`src/rtl/ga20_sample_cache.sv`:
```
// GA20 sample cache: one 8-byte line per GA20 channel, refilled from the shared
// SDRAM ROM port with one aligned 64-bit request per miss.
module ga20_sample_cache #(
    parameter int                MEM_AW = 25,
    parameter logic [MEM_AW-1:0] BASE   = 25'h0
) (
    input  logic              clk,
    input  logic              reset,
    input  logic              flush,
    input  logic              sample_rd,
    input  logic [2:0]        sample_index,
    input  logic [19:0]       sample_addr,
    output logic              sample_valid,
    output logic [7:0]        sample_din,
    output logic              mem_req,
    output logic [MEM_AW-1:0] mem_addr,
    input  logic              mem_ack,
    input  logic [63:0]       mem_data
);

    typedef enum logic {
        IDLE,
        REQ
    } fill_state_e;

    fill_state_e state_q, state_d;

    logic [1:0]  ch;
    logic        hit;
    logic [7:0]  hit_byte;
    logic        start_fill;
    logic        finish_fill;

    logic [3:0]  valid_q;
    logic [16:0] tag_q  [4];
    logic [63:0] line_q [4];

    logic [1:0]  fill_ch_q;
    logic [16:0] fill_tag_q;
    logic        discard_q;

    // Step indices 1,2 share channel 0 and so on; index 0 wraps to channel 3.
    assign ch       = 2'((sample_index - 3'd1) >> 1);
    assign hit      = sample_rd && valid_q[ch] && (tag_q[ch] == sample_addr[19:3]);
    assign hit_byte = line_q[ch][{sample_addr[2:0], 3'b000} +: 8];
    assign mem_req  = (state_q == REQ);

    always_comb begin
        state_d     = state_q;
        start_fill  = 1'b0;
        finish_fill = 1'b0;
        case (state_q)
            IDLE: begin
                if (sample_rd && !hit) begin
                    start_fill = 1'b1;
                    state_d    = REQ;
                end
            end
            REQ: begin
                if (mem_ack) begin
                    finish_fill = 1'b1;
                    state_d     = IDLE;
                end
            end
        endcase
    end

    always_ff @(posedge clk) begin
        if (reset) begin
            state_q <= IDLE;
        end else begin
            state_q <= state_d;
        end
    end

    // A flush seen at any point during a fill poisons that fill's data.
    always_ff @(posedge clk) begin
        if (reset) begin
            sample_valid <= 1'b0;
            sample_din   <= 8'h00;
            valid_q      <= 4'b0000;
            fill_ch_q    <= 2'd0;
            fill_tag_q   <= 17'd0;
            discard_q    <= 1'b0;
            mem_addr     <= BASE;
        end else begin
            sample_valid <= hit;
            if (hit) begin
                sample_din <= hit_byte;
            end
            if (start_fill) begin
                fill_ch_q  <= ch;
                fill_tag_q <= sample_addr[19:3];
                discard_q  <= flush;
                mem_addr   <= BASE + MEM_AW'({sample_addr[19:3], 3'b000});
            end else if (flush) begin
                discard_q <= 1'b1;
            end
            if (flush) begin
                valid_q <= 4'b0000;
            end else if (finish_fill && !discard_q) begin
                valid_q[fill_ch_q] <= 1'b1;
            end
        end
    end

    always_ff @(posedge clk) begin
        if (!reset && finish_fill && !flush && !discard_q) begin
            tag_q[fill_ch_q]  <= fill_tag_q;
            line_q[fill_ch_q] <= mem_data;
        end
    end

endmodule

```
`config.mk`:
```
export PLATFORM = sky130hd
export DESIGN_NAME = ga20_sample_cache
export DESIGN_NICKNAME = d
export VERILOG_FILES = /design/src/rtl/ga20_sample_cache.sv
export SDC_FILE = /design/constraint.sdc
export NUM_CORES = 1
export LEC_CHECK = 0
export BUFFER_PORTS_ARGS = -buffer_cell sky130_fd_sc_hd__buf_2
export CAP_MARGIN = 20
export CORE_UTILIZATION = 60
export DETAILED_ROUTE_END_ITERATION = 6
export HOLD_SLACK_MARGIN = 0.05
export PLACE_DENSITY = 0.91
export SKIP_LAST_GASP = 1
export SLEW_MARGIN = 10
export SYNTH_ARGS = -nofsm -noshare
export SYNTH_HDL_FRONTEND = slang
export SYNTH_SLANG_ARGS = --single-unit
```
`constraint.sdc`:
```
create_clock -name clk -period 12.9 [get_ports clk]
set_input_delay 0.645 -clock clk [delete_from_list [all_inputs] [get_ports clk]]
set_output_delay 0.645 -clock clk [all_outputs]
set_load 0.1 [all_outputs]
```
[Word-level counts from Yosys, hierarchy flattened]
Memories as Yosys holds them, arrays and structs flattened.
Cells that the tools add are included.
Cells by class
  add/subtract/negate cells: 1
  order comparisons: 3
  eq/ne operators: 1
  shift operators: 1
  multiplexer cells: 14
  bitwise gates (word level): 2
  reduce and logical (&&, ||, !) cells: 14
Operators with widths (count)
  64-bit by 7-bit variable part select with 8-bit output: 1
  17-bit equality test: 1
  1-bit 2-to-1 mux: 11
  1-bit logical AND: 8
  2-bit by 3-bit < comparator with 1-bit output, second input constant: 2
  1-bit logical NOT: 4
  4-bit OR: 1
  3-bit by 1-bit subtractor with 3-bit output, second input constant: 1
  1-bit binary-select mux with 2-bit select: 1
  1-bit demux with 2-bit select: 1
  2-bit by 1-bit greater-or-equal comparator with 1-bit output, second input constant: 1
  1-bit one-hot mux with 2 select lines: 1
  2-bit nonzero test: 1
  2-bit OR reduction: 1
  1-bit inverter: 1
Storage, ports and cells
  bits in registers: 34
  RAM bits: 324
  input bits: 92
  logic and storage cells: 45
  memories kept: 2
Memory list
  line_q: words 4, width 64, rd ports 1, clocked after memory_dff 0, write ports 1, line 36  | logic [63:0] line_q [4];
  tag_q: words 4, width 17, rd ports 1, clocked after memory_dff 0, write ports 1, line 35  | logic [16:0] tag_q [4];

[Longest topological paths before layout]
  depth in word-level cells: 10
  gate-level depth with buffers: 12

[Worst setup path after synthesis]
OpenSTA, ideal clock, no wires.
  path kind: register to register
  from: register state_q, in the netlist mem_req
  to: memory line_q[0][0] (enable)
  arrival time: 6872 ps
  data required time: 12278 ps
  setup slack: 5405 ps
  cell stages (with the launch flop): 3
  path buffers: 0
  clock period less this slack: 7495 ps
  cells stage by stage: dfxtp_1 -> nand4b_1 -> nor3_1
On the way
  word-level cells in the longest chain between the ends: 6
Ends and longest elaborated chain
  start, declared: line 26  | fill_state_e state_q, state_d;
  start signal, assigned: line 72  | state_q <= state_d;
  1-bit 2-to-1 mux: line 52  | case (state_q)
  1-bit logical AND (3 in a row): line 108  | if (!reset && finish_fill && !flush && !discard_q) begin
  1-bit 2-to-1 mux: line 108
  1-bit 2-to-1 mux (implied by the code): line 110  | line_q[fill_ch_q] <= mem_data;
  end, declared: line 36
No other way between the ends.

[Worst setup path after layout]
  from: input sample_index[0]
  to: register state_q, in the netlist mem_req
On the way
  word-level cells in the longest chain between the ends: 9
Ends and longest elaborated chain
  start, declared: line 11  | input logic [2:0] sample_index,
  3-bit by 1-bit subtractor with 3-bit output (*): line 43  | assign ch = 2'((sample_index - 3'd1) >> 1);
  parallel branches: the longest is 3 deep, another holds memory 4 x 17 bit
  1-bit logical AND (*): line 44  | assign hit = sample_rd && valid_q[ch] && (tag_q[ch] == sample_addr[19:3]);
  1-bit logical NOT (*): line 54  | if (sample_rd && !hit) begin
  1-bit logical AND (*): line 54
  1-bit 2-to-1 mux (*): line 54
  1-bit one-hot mux with 2 select lines (*): line 52
Every way passes the cells marked *. The select of a mux whose other input is x is not followed.
A chain may end at the register's enable or synchronous reset.

==> run metrics <==
status=finished, final reports clean; min setup slack post-route=8.495 ns; hold slack=0.3375 ns; number of distinct library cells after synthesis=33; cell mode on critical path=buf_4; synthesized instance count=639; Power Dens Cells=154.6 mW/mm2; grt total ovfl=0; commonest non-fill, non-tap cell in the layout=edfxtp_1; Setup violations, final=0; post-route cell area=0.01587 mm2; Crit path required time=13.30 ns; Area Growth Syn to Fin=14.11%; worst vdd ir=143.8 uV; Pins Over Slew Limit=0; RSZ-0062 raised after global routing=no; clock slew at reported path FFs=0.06 ns; Max Fclk=227.0 MHz; CTS Buf Count=35; Fin Clk Skew=0.01583 ns; static leakage=5.375 nW; most frequent cells in the layout=edfxtp_1, buf_2, mux4_2; maxcap violations=0; CP max stage cell=xor2_4; Worst-Skew Late Latency=0.52 ns; vias per cell=6.182; Synth Warn #=0; mean area per synthesized cell=21.77 um2; core area=0.02271 mm2; # clock sinks=358; setup bufs post-CTS=0; vias in the first global route=7066; Worst path max stage delay=0.80 ns; DR vias=6689; Die Wd=154.3 um; Root Buffer=clkbuf_16; layout cells sized above 1=36.43%; post-synthesis sequential area ratio=74.83%; global-route wire length before repair=41.35 mm; Final period util=34.15%; Mapped Area=0.01391 mm2; CP max FO=60; Slew headroom=32.00%; startpoint types=input pin; Max Buffers Root-to-Sink=3; top cell type's share of synthesized area=69.94%; DP Worst Slack=7.930 ns; IO Count=127; CTS tree=done; final hold vios=0; Sum Neg Setup Slack=0 ns; Yosys reg bits=358; Die Ht=154.3 um; critical path class=in2reg; Cell Area, Placed=0.01479 mm2; min Tclk post-route=4.405 ns; Die ar.=0.02380 mm2; Iter 0 DRT Violations=545; HPWL Detailed=16.66 mm; crit end category=flop; gpl congestion=0.8368; IO Port Bufs=118; Top delay family on crit path=buffers and inverters; Cell Chain, Critical Path=buf_2, inv_1, ha_4, xor2_4, buf_4, mux4_1, xor2_1, nor4_4, nand4_4, o31a_1, buf_4, o21ba_1; Pre-Repair DR Iteration Count=5; initial antenna violation count=2; largest net degree at the start of global routing=61; CTS Hold Bufs=0; Final nets=864; synth top area cells=edfxtp_1, mux4_2, dfxtp_1; crit path buf inv count=4; Synth area leader=edfxtp_1; Tightest Pin Transition=1.018 ns; ANT nets after route=0; routed len/inst=25.19 um; worst min-delay path class=in2reg; global-route usage over all layers=23.90%; worst path arrival time=4.81 ns; drt total wl=27.26 mm; post-CTS sizing=0; row count=55; initial core utilization=61.26%; H-tree depth=2; # DRC=0
## power by group
group / internal [mW] / switching, mW
Sequential: 1.27 / 0.00858
Combinational: 0.0867 / 0.124
Clock: 0.555 / 0.407
## layout make-up
| class | instances | area [um2] |
|---|---|---|
| multi-input cells | 234 | 3304 |
| well taps | 285 | 356.6 |
| clock buffers | 46 | 938.4 |
| inverters | 13 | 48.80 |
| flip-flops and latches | 358 | 10410 |
| repair buffers | 129 | 673.1 |
| diodes | 1 | 2.502 |
| clock inverters | 16 | 140.1 |
| fillers | 1333 | 6835 |
## state kept, by name (all words and copies together), names as in the netlist
name,count
mem_addr,17
discard_q,1
fill_ch_q,2
line_q,256
valid_q,4
sample_valid,1
sample_din,8
tag_q,68
mem_req,1
## Yosys cell counts (all sizes together)
| library cell | instances |
|---|---|
| nand2 | 1 |
| conb | 1 |
| inv | 13 |
| xnor2 | 8 |
| buf | 31 |
| o31a | 1 |
| xor2 | 10 |
| o21ba | 1 |
| nor3 | 4 |
| or3 | 1 |
| a21o | 4 |
| dfxtp | 34 |
| o22ai | 1 |
| a211oi | 8 |
| mux4 | 98 |
| clkbuf | 10 |
| nor2 | 5 |
| nand3 | 1 |
| edfxtp | 324 |
| nand4b | 1 |
| nor4 | 12 |
| nand2b | 37 |
| nand4 | 3 |
| nor2b | 2 |
| ha | 1 |
| mux2i | 18 |
| mux2 | 9 |
## per-layer routing
metal	vias up	part of all wire, %	track usage (%)
met5	-	0.048	0
met4	2	2.7	8.581
met3	61	7.3	4.623
met2	320	50	39.65
met1	3423	40	32.18
li1	2883	-	-
## worst register-to-register path, stage by stage, from the launching register on
cell,delay [ns]
edfxtp_1,0.38
mux4_1,0.51
xor2_1,0.19
nor4_4,0.36
nand4_4,0.21
o31a_1,0.49
buf_4,0.29
o21ba_1,0.21
## final timing paths
path                                            startpoint                          to  slack, ns  depth (start not counted)
worst min register to register  sample_din[7]$_SDFFE_PP0P_  sample_din[7]$_SDFFE_PP0P_       0.46                          2
worst max-delay path                       sample_index[0]          mem_req$_SDFF_PP0_       8.49                         12
worst max register to register       tag_q[3][2]$_DFFE_PP_          mem_req$_SDFF_PP0_      10.15                          7
worst min-delay path                           mem_data[8]      line_q[2][8]$_DFFE_PP_       0.34                          1
## per-stage QoR
stage | util [%] | power (mW) | instances
after floorplan | - | 1.461 | 646
after global placement | 65.14 | 1.507 | 1019
after detailed placement | 65.14 | 1.517 | 1019
after CTS | 69.89 | 2.471 | 1081
after global routing | 69.90 | 2.523 | 1082
final | 69.90 | 2.454 | 1082
## kinds of logic (layout without fill, tap and decap cells)
group           Yosys count  after routing  synth area share, %
flops                   358            358                74.83
simple gates             67             67                3.202
buf+inv                  54            204                1.970
fa+ha+maj                 1              1              0.08993
mux                     125            125                17.92
xor+xnor                 18             18                1.133
compound gates           15             15               0.8276
other cells               1              9              0.02696
Note: power is estimated with default switching activity, not from simulation.
